$ cat config.mk
export PLATFORM = sky130hd
export DESIGN_NAME = vending_ctrl
export DESIGN_NICKNAME = d
export VERILOG_FILES = /design/src/rtl/vending_ctrl.sv
export SDC_FILE = /design/constraint.sdc
export NUM_CORES = 1
export LEC_CHECK = 0
export ABC_AREA = 1
export CORE_MARGIN = 2
export CORE_UTILIZATION = 50
export DETAILED_ROUTE_END_ITERATION = 7
export GPL_TIMING_DRIVEN = 0
export PLACE_DENSITY_LB_ADDON = 0.2
export SETUP_SLACK_MARGIN = 0.05
export SYNTH_ARGS = -nofsm -noshare
export SYNTH_HDL_FRONTEND = slang
export SYNTH_SLANG_ARGS = --single-unit
$ cat constraint.sdc
create_clock -name clk -period 4.6 [get_ports clk]
set_input_delay 0.46 -clock clk [delete_from_list [all_inputs] [get_ports clk]]
set_output_delay 0.46 -clock clk [all_outputs]
set_load 0.03 [all_outputs]
$ cat src/rtl/vending_ctrl.sv
// Vending controller: handshaked price/quantity load, coin credit with overflow
// rejection, refund-over-select-over-coin priority, and a terminal EMPTY state.
module vend_slot #(
    parameter int PRICE_W = 8,
    parameter int QTY_W   = 4
) (
    input  logic               clk,
    input  logic               rst,
    input  logic               ld_price,
    input  logic               ld_qty,
    input  logic               dec,
    input  logic [PRICE_W-1:0] din,
    output logic [PRICE_W-1:0] price,
    output logic [QTY_W-1:0]   qty
);
    always_ff @(posedge clk) begin
        if (rst) begin
            price <= '0;
            qty   <= '0;
        end else begin
            if (ld_price) price <= din;
            if (ld_qty) qty <= din[QTY_W-1:0];
            else if (dec && qty != '0) qty <= qty - 1'b1;
        end
    end
endmodule

module vending_ctrl #(
    parameter int PRODUCT_NUM = 4,
    parameter int PRICE_W     = 8,
    parameter int QTY_W       = 4,
    parameter int SEL_W       = 3
) (
    input  logic               clk,
    input  logic               rst,
    input  logic [PRICE_W-1:0] DI,
    input  logic               di_valid,
    input  logic [PRICE_W-1:0] MI,
    input  logic [SEL_W-1:0]   sel,
    input  logic               re,
    output logic [PRICE_W:0]   MO,
    output logic [SEL_W-1:0]   PO,
    output logic [1:0]         err,
    output logic               coin_rej,
    output logic [PRICE_W-1:0] credit,
    output logic               empty
);
    localparam int CW = (2 * PRODUCT_NUM > 2) ? $clog2(2 * PRODUCT_NUM) : 1;
    localparam logic [CW-1:0] LAST_WORD = CW'(2 * PRODUCT_NUM - 1);

    typedef enum logic [1:0] {LOAD, RUN, EMPTY} state_t;

    state_t state, state_nxt;
    logic [CW-1:0] wcnt, wcnt_nxt;
    logic [PRICE_W-1:0] credit_nxt;
    logic [PRICE_W:0] mo_nxt;
    logic [SEL_W-1:0] po_nxt;
    logic [1:0] err_nxt;
    logic rej_nxt;

    logic [PRODUCT_NUM-1:0][PRICE_W-1:0] prices;
    logic [PRODUCT_NUM-1:0][QTY_W-1:0]   qtys;
    logic [PRODUCT_NUM-1:0] ld_price, ld_qty, dec;

    logic [PRICE_W:0]   sum;
    logic [PRICE_W-1:0] sel_price;
    logic [QTY_W-1:0]   sel_qty;
    logic sel_ok, sale, any_left;

    assign sum    = {1'b0, credit} + {1'b0, MI};
    assign sel_ok = (sel != '0) && (sel <= SEL_W'(PRODUCT_NUM));
    assign sale   = (state == RUN) && !re && sel_ok && (sel_qty != '0) &&
                    (sum >= {1'b0, sel_price});

    for (genvar i = 0; i < PRODUCT_NUM; i++) begin : g_slot
        assign ld_price[i] = (state == LOAD) && di_valid && (wcnt == CW'(2 * i));
        assign ld_qty[i]   = (state == LOAD) && di_valid && (wcnt == CW'(2 * i + 1));
        assign dec[i]      = sale && (sel == SEL_W'(i + 1));
        vend_slot #(.PRICE_W(PRICE_W), .QTY_W(QTY_W)) u_slot (
            .clk(clk), .rst(rst), .ld_price(ld_price[i]), .ld_qty(ld_qty[i]),
            .dec(dec[i]), .din(DI), .price(prices[i]), .qty(qtys[i])
        );
    end

    always_comb begin
        sel_price = '0;
        sel_qty   = '0;
        for (int i = 0; i < PRODUCT_NUM; i++) begin
            if (sel == SEL_W'(i + 1)) begin
                sel_price = prices[i];
                sel_qty   = qtys[i];
            end
        end
    end

    // Stock that will remain after this edge, including the word being loaded
    always_comb begin
        any_left = 1'b0;
        for (int i = 0; i < PRODUCT_NUM; i++) begin
            if (ld_qty[i])   any_left = any_left | (DI[QTY_W-1:0] != '0);
            else if (dec[i]) any_left = any_left | (qtys[i] > QTY_W'(1));
            else             any_left = any_left | (qtys[i] != '0);
        end
    end

    always_comb begin
        state_nxt  = state;
        wcnt_nxt   = wcnt;
        credit_nxt = credit;
        mo_nxt     = '0;
        po_nxt     = '0;
        err_nxt    = 2'd0;
        rej_nxt    = 1'b0;
        case (state)
            LOAD: begin
                if (di_valid) begin
                    if (wcnt == LAST_WORD) state_nxt = any_left ? RUN : EMPTY;
                    else wcnt_nxt = wcnt + 1'b1;
                end
            end
            RUN: begin
                if (re) begin
                    mo_nxt     = sum;
                    credit_nxt = '0;
                end else if (sale) begin
                    po_nxt     = sel;
                    mo_nxt     = sum - {1'b0, sel_price};
                    credit_nxt = '0;
                    if (!any_left) state_nxt = EMPTY;
                end else begin
                    if (sel_ok && sel_qty == '0) err_nxt = 2'd2;
                    else if (sel_ok)             err_nxt = 2'd1;
                    else if (sel != '0)          err_nxt = 2'd3;
                    if (!sum[PRICE_W]) begin
                        credit_nxt = sum[PRICE_W-1:0];
                    end else begin
                        mo_nxt  = {1'b0, MI};
                        rej_nxt = 1'b1;
                    end
                end
            end
            EMPTY: begin
                if (MI != '0) begin
                    mo_nxt  = {1'b0, MI};
                    rej_nxt = 1'b1;
                end
            end
            default: state_nxt = LOAD;
        endcase
    end

    always_ff @(posedge clk) begin
        if (rst) begin
            state    <= LOAD;
            wcnt     <= '0;
            credit   <= '0;
            MO       <= '0;
            PO       <= '0;
            err      <= 2'd0;
            coin_rej <= 1'b0;
            empty    <= 1'b0;
        end else begin
            state    <= state_nxt;
            wcnt     <= wcnt_nxt;
            credit   <= credit_nxt;
            MO       <= mo_nxt;
            PO       <= po_nxt;
            err      <= err_nxt;
            coin_rej <= rej_nxt;
            empty    <= (state_nxt == EMPTY);
        end
    end
endmodule

==> results.sh, run 1 <==
export IMPL_n_antenna_cell=0
export IMPL_met1Wirelength_um=5770
export IMPL_drv_cap=0
export IMPL_cts_tree="yes"
export IMPL_setup_tns_ns=0
export IMPL_syn_cell_area_um2=4670
export IMPL_yosysSeqAreaShare_pct=33.0
export IMPL_min_delay_path_class="reg -> reg"
export IMPL_mappedNetlistNets=714
export IMPL_start_util_pct=51.1
export IMPL_largest_net_degree_at_the_start_of_global_routing=14
export IMPL_power_leakage_nw=2.33
export IMPL_synth_simple_area_share_pct=23.6
export IMPL_clk_pin_slew_worst_paths_ns=0.09
export IMPL_postSynthRegisterBits=77
export IMPL_die_height_um=101
export IMPL_numClockSinks=77
export IMPL_power_share_switching_pct=32.5
export IMPL_topRoutingLayerUsed="met4"
export IMPL_synth_mux_area_share_pct=0
export IMPL_nFillCells=869
export IMPL_drive_gt1_share_pct=6.16
export IMPL_ffs_w_async_s_r_synth_pct=0
export IMPL_sequential_cell_area_um2=1540
export IMPL_power_net_switching_mw=0.481
export IMPL_route_met3_wl_um=634
export IMPL_drv_slew=0
export IMPL_dr_first_iter_drc_count=331
export IMPL_drcViolationCount=0
export IMPL_worstSkewPairLatency_ns=0.37
export IMPL_power_combinational_fraction_pct=20.0
export IMPL_timing_critical_path_arrival_ns=4.35
export IMPL_adder_cell_fraction_of_synth_area_pct=10.5
export IMPL_max_slew_margin_pct=52.1
export IMPL_vias=4460
export IMPL_cts_htree_levels=3
export IMPL_synth_flop_cell="dfxtp_1"
export IMPL_post_route_cell_area_um2=5430
export IMPL_multi_input_comb_area_um2=2730
export IMPL_worst_clock_skew_ns=0.0156
export IMPL_reg2reg_depth=27
export IMPL_critical_path_required_ns=4.91
export IMPL_hpwlAfterDp_um=9150
export IMPL_layout_stage_area_growth_over_the_synthesis_result_pct=16.2
export IMPL_powerDensity_nw_per_um2=273
export IMPL_critical_path_class="in -> reg"
export IMPL_design_die_area_um2=10100
export IMPL_total_of_endpoints_with_negative_setup_slack_in_the_final_report=0
export IMPL_rows=35
export IMPL_tot_gr_track_use_pct=24.2
export IMPL_input_output_buffers=45
export IMPL_worstSetupEndpointType="flip-flop"
export IMPL_most_frequent_cells_in_the_layout="nand2_1 (120), nor2_1 (78), dfxtp_1 (77), inv_1 (74), a21oi_1 (58)"
export IMPL_syn_inst=653
export IMPL_numnets_final=770
export IMPL_number_of_synthesized_flops_with_an_enable_pin=0
export IMPL_post_dp_cell_area_um2=5260
export IMPL_clockPowerShare_pct=31.5
export IMPL_mostFrequentLayoutCell="nand2_1"
export IMPL_hold_violations=0
export IMPL_finalWirelength_um=11800
export IMPL_slew_of_the_pin_with_the_lowest_slew_margin_ns=0.713
export IMPL_critical_path_peak_fanout=5
export IMPL_gr_total_overflow=0
export IMPL_rr_endpoint="empty"
export IMPL_yosys_warnings=0
export IMPL_cell_internal_power_dissipation_mw=1.00
export IMPL_worstSetupStartpointType="primary input"
export IMPL_peakVddDrop_mv=0.164
export IMPL_cp_startpoint="MI[2]"
export IMPL_post_synth_xor_area_fraction_pct=3.75
export IMPL_floorplan_die_width_um=101
export IMPL_synth_top_family_by_area="simple AND/OR/NAND/NOR gates"
export IMPL_period_share_pct=87.8
export IMPL_run_status="completed"
export IMPL_routed_wl_met2_um=5260
export IMPL_max_freq_mhz=248
export IMPL_grt_antenna_before_repair=0
export IMPL_number_of_global_route_vias_before_repair=4127
export IMPL_grt_pass1_wl_um=19600
export IMPL_gp_routability_congestion=0.948
export IMPL_worst_hold_slack_ns=0.496
export IMPL_post_cts_setup_buffers=0
export IMPL_ys_types=52
export IMPL_grt_setup_unrepaired="false"
export IMPL_ant_nets=0
export IMPL_r2r_slack_ns=0.87
export IMPL_crit_end="empty"
export IMPL_core_area_um2=9150
export IMPL_design_portCount=47
export IMPL_maximum_buffer_depth_of_the_clock_tree=2
export IMPL_seq_power_share_pct=48.5
export IMPL_cts_buf_count=9
export IMPL_finalWorstPathRequiredPeriod_ns=4.04
export IMPL_clock_root_buffer="clkbuf_8"
export IMPL_route_detailed_wl_per_inst_um=14.3
export IMPL_avgSynthCellArea_um2=7.16
export IMPL_first_pass_iters=5
export IMPL_reg2reg_from="credit[2]"
export IMPL_area_fraction_in_compound_gates_after_synthesis_pct=20.5
export IMPL_post_drt_via_cell_ratio=5.41
logic make-up (layout without fill, tap and decap cells):
family	Yosys count	after routing
simple gates	254	254
compound gates	160	160
buf+inv	104	165
flops	77	77
fa+ha+maj	38	38
xor+xnor	20	20
critical path, cell delays in order:
cell	delay, ns
clkdlybuf4s50_1	0.49
ha_1	0.39
a21oi_1	0.16
nand2_1	0.10
a21oi_1	0.15
o21bai_1	0.11
nand2_1	0.07
nand2_1	0.05
a21oi_1	0.15
xor2_1	0.16
inv_1	0.10
ha_1	0.38
nand2_1	0.07
nor2_1	0.10
nand2_1	0.06
nand2_1	0.05
nor2_1	0.04
nand2_1	0.16
nand4_1	0.18
o21bai_1	0.22
nand2_1	0.09
nor2_2	0.14
nand3_1	0.11
nand2_1	0.08
nand2_1	0.05
nand3_1	0.08
nand2_1	0.06
nor2_1	0.08
synthesized netlist by cell type (all sizes together), types with 6 or more instances:
| cell type | instances | share of area, % |
|---|---|---|
| nand2 | 126 | 11 |
| xnor2 | 9 | 1.7 |
| xor2 | 11 | 2.1 |
| a21oi | 58 | 6.2 |
| clkbuf | 14 | 1.1 |
| o21ai | 50 | 5.4 |
| a31oi | 6 | 0.80 |
| o211ai | 9 | 1.4 |
| inv | 82 | 6.6 |
| dfxtp | 77 | 33 |
| o31ai | 6 | 0.96 |
| ha | 36 | 9.6 |
| nor2 | 81 | 6.8 |
| a221oi | 6 | 1.3 |
| nor3 | 10 | 1.3 |
| nand3 | 28 | 3.4 |
metal layers:
metal / vias up / global-route usage (%)
met3: 14 / 4.30
met4: 0 / 6.32
li1: 2292 / -
met5: - / 0
met1: 2016 / 33.7
met2: 138 / 38.8
layout make-up:
type                       count  area share, %
tap                          111           2.56
clock buffer                  10           2.35
buffer                        19           1.59
sequential                    77           28.4
clock inverter                 6          0.737
timing repair buffer          45           8.29
multi-input combinational    472           50.2
inverter                      85           5.92
metrics by stage:
step	instances	worst slack (ns)	util (%)	power, mW
6_report	825	0.563	59.3	1.48
5_1_grt	825	0.0623	59.3	1.56
4_1_cts	825	0.574	59.3	1.48
3_5_place_dp	809	0.193	57.5	1.03
3_3_place_gp	809	0.230	57.5	1.02
2_1_floorplan	653	1.19	-	0.935
worst min path at each step:
| stage | cells past startpoint | start | endpoint | slack (ns) |
|---|---|---|---|---|
| after floorplan | 1 | wcnt[0] | wcnt[0] | 0.46 |
| after global placement | 2 | credit[0] | credit[0] | 0.48 |
| after detailed placement | 2 | credit[3] | credit[3] | 0.48 |
| after CTS | 2 | rst | g_slot[2].u_slot.qty[2] | 0.49 |
| after global routing | 2 | rst | g_slot[2].u_slot.qty[2] | 0.52 |
| final | 2 | credit[3] | credit[3] | 0.50 |
registers in the layout (all words and copies together) (netlist names):
register             count
g_slot.u_slot.price     32
g_slot.u_slot.qty       16
PO                       3
state                    2
coin_rej                 1
MO                       9
credit                   8
wcnt                     3
err                      2
empty                    1
power groups by stage:
| stage | Combinational, mW | Sequential (mW) | Clock, mW |
|---|---|---|---|
| 6_report | 0.297 | 0.719 | 0.467 |
| 5_1_grt | 0.337 | 0.723 | 0.499 |
| 4_1_cts | 0.294 | 0.718 | 0.471 |
| 3_5_place_dp | 0.293 | 0.734 | 0 |
| 3_3_place_gp | 0.287 | 0.732 | 0 |
| 2_1_floorplan | 0.203 | 0.732 | 0 |
timing repair:
| action | 4_1_cts | 5_1_grt |
|---|---|---|
| endpoints found under the hold margin | 0 | 0 |
| hold buffers | 0 | 0 |
| endpoints found under the setup margin | 0 | 1 |
| gates resized for setup | 0 | 2 |
Note: power is estimated with default switching activity, not from simulation.
==> run 2, diff against run 1 <==
REMOVE_ABC_BUFFERS = 1   (was not set)
SKIP_LAST_GASP = 1   (was not set)
TNS_END_PERCENT = 10   (was not set)
==> run 2 against run 1 <==
Hold slack is essentially flat. Cell area fell by 0.58%. Sequential share of layout area is 0.16 points higher. Via count is 0.85% higher. Global-route usage up 0.30 points. Clock-buffer cell count decreased by 1. Flip-flop and latch count stayed put. Utilization is 0.34 points lower. Total power grew 2.4%. Die area unchanged. Critical endpoint is now credit[0]. Largest power group unchanged. Highest routed layer unchanged.
==> results.sh, run 2 (synthesis gave the netlist of run 1 again) <==
export IMPL_grt_most_used_layer="met2"
export IMPL_largest_register_ff_count=32
export IMPL_gr_usage_met2_pct=41.1
export IMPL_cts_tree="yes"
export IMPL_peakVddDrop_mv=0.152
export IMPL_setup_tns_ns=0
export IMPL_core_area_um2=9150
export IMPL_slew_of_the_pin_with_the_lowest_slew_margin_ns=1.32
export IMPL_dr_first_iter_drc_count=247
export IMPL_n_antenna_cell=0
export IMPL_cells_after_dpl=791
export IMPL_maximum_buffer_depth_of_the_clock_tree=2
export IMPL_period_share_pct=90.0
export IMPL_post_cts_setup_buffers=0
export IMPL_finalWorstPathRequiredPeriod_ns=4.14
export IMPL_post_drt_via_cell_ratio=5.57
export IMPL_input_output_buffers=46
export IMPL_cts_hold_fix_buffers=0
export IMPL_worstSkewPairLatency_ns=0.37
export IMPL_hold_depth=2
export IMPL_largest_net_degree_at_the_start_of_global_routing=48
export IMPL_cts_buf_count=9
export IMPL_finalWirelength_um=11900
export IMPL_power_leakage_nw=2.30
export IMPL_hold_violations=0
export IMPL_gr_total_overflow=0
export IMPL_route_detailed_wl_per_inst_um=14.8
export IMPL_rr_endpoint="credit[0]"
export IMPL_worstHoldEndpoint="g_slot[0].u_slot.qty[2]"
export IMPL_drv_slew=0
export IMPL_critical_path_class="in -> reg"
export IMPL_die_height_um=101
export IMPL_design_portCount=47
export IMPL_first_pass_iters=5
export IMPL_min_delay_path_class="reg -> reg"
export IMPL_finish_cell_count_without_fillers=808
export IMPL_grt_setup_unrepaired="true"
export IMPL_fin_util_pct=59.0
export IMPL_max_slew_margin_pct=11.3
export IMPL_r2r_slack_ns=0.75
export IMPL_critPathMostFrequentCell="nand2_1"
export IMPL_numnets_final=753
export IMPL_run_status="completed"
export IMPL_grt_pass1_wl_um=19700
export IMPL_grt_antenna_before_repair=0
export IMPL_timing_critical_path_arrival_ns=4.36
export IMPL_use_met3_pct=3.12
export IMPL_critical_path_max_stage_delay_ns=0.48
export IMPL_worstSetupStartpointType="primary input"
export IMPL_clk_pin_slew_worst_paths_ns=0.08
export IMPL_cts_htree_levels=3
export IMPL_worst_clock_skew_ns=0.0112
export IMPL_registers_with_the_most_flip_flops="g_slot.u_slot.price (32), g_slot.u_slot.qty (16), MO (9)"
export IMPL_worst_hold_slack_ns=0.496
export IMPL_design_die_area_um2=10100
export IMPL_reg2reg_depth=25
export IMPL_drive_gt1_share_pct=6.31
export IMPL_powerDensity_nw_per_um2=281
export IMPL_vias=4498
export IMPL_floorplan_die_width_um=101
export IMPL_ant_nets=0
export IMPL_largest_register="g_slot.u_slot.price"
export IMPL_numClockSinks=77
export IMPL_mostFrequentLayoutCell="nand2_1"
export IMPL_critical_path_required_ns=4.82
export IMPL_tot_gr_track_use_pct=24.5
export IMPL_most_frequent_cells_in_the_layout="nand2_1 (120), nor2_1 (78), dfxtp_1 (77), inv_1 (74), a21oi_1 (58)"
export IMPL_holdCritStartpoint="g_slot[0].u_slot.qty[2]"
export IMPL_slowest_cell_on_crit_path="clkdlybuf4s50_1"
export IMPL_drcViolationCount=0
export IMPL_post_route_cell_area_um2=5400
export IMPL_hpwlAfterDp_um=8750
export IMPL_drv_cap=0
export IMPL_gp_routability_congestion=0.929
export IMPL_worstSetupEndpointType="flip-flop"
export IMPL_cts_resized_gates=0
export IMPL_reg2reg_from="credit[2]"
export IMPL_number_of_global_route_vias_before_repair=4073
export IMPL_rows=35
export IMPL_max_freq_mhz=242
export IMPL_post_dp_cell_area_um2=5190
export IMPL_total_of_endpoints_with_negative_setup_slack_in_the_final_report=0
export IMPL_critical_path_peak_fanout=15
export IMPL_gr_usage_met1_pct=31.5
export IMPL_start_util_pct=51.1
export IMPL_clock_root_buffer="clkbuf_8"
export IMPL_layout_stage_area_growth_over_the_synthesis_result_pct=15.6
-- run 2: where the power goes --
part / switching, mW / internal [mW]
Combinational: 0.190 / 0.107
Sequential: 0.0197 / 0.698
Clock: 0.295 / 0.208
Total: 0.505 / 1.01
-- run 2: worst max-delay path by stage --
stage	start	endpoint	slack, ns	depth (start not counted)
global route	MI[2]	credit[1]	0.02	26
floorplan	credit[2]	g_slot[0].u_slot.qty[1]	1.18	24
detailed placement	sel[0]	g_slot[3].u_slot.qty[0]	-0.05	21
finish	MI[2]	credit[0]	0.46	26
global placement	sel[0]	g_slot[0].u_slot.qty[1]	-0.57	20
CTS	sel[0]	g_slot[3].u_slot.qty[3]	0.29	22
-- run 2: final cells by class --
type	instances	area (µm²)
clock buffer	9	124
timing repair buffer	47	465
multi-input combinational	472	2740
tap	111	139
inverter	85	323
clock inverter	7	63.8
sequential	77	1540
fill	875	3750
-- run 2: critical path, delay by kind of cell --
kind                     cells  cell delay [ns]
AO/OA/AOI/OAI                5             0.65
XOR/XNOR                     1             0.17
adder cells (fa/ha/maj)      2             0.77
AND/OR/NAND/NOR             14             1.34
buffers and inverters        4             0.96
-- run 2: through the flow --
stage	setup WS, ns	total power [mW]
2_1_floorplan	1.18	0.929
3_3_place_gp	-0.570	1.02
3_5_place_dp	-0.0486	1.02
4_1_cts	0.290	1.53
5_1_grt	0.0186	1.59
6_report	0.461	1.52
-- run 2: metal layers --
layer	up-vias	share of wire, %
li1	2266	-
met1	2066	45
met2	139	47
met3	27	4.8
met4	0	3.1
met5	-	0
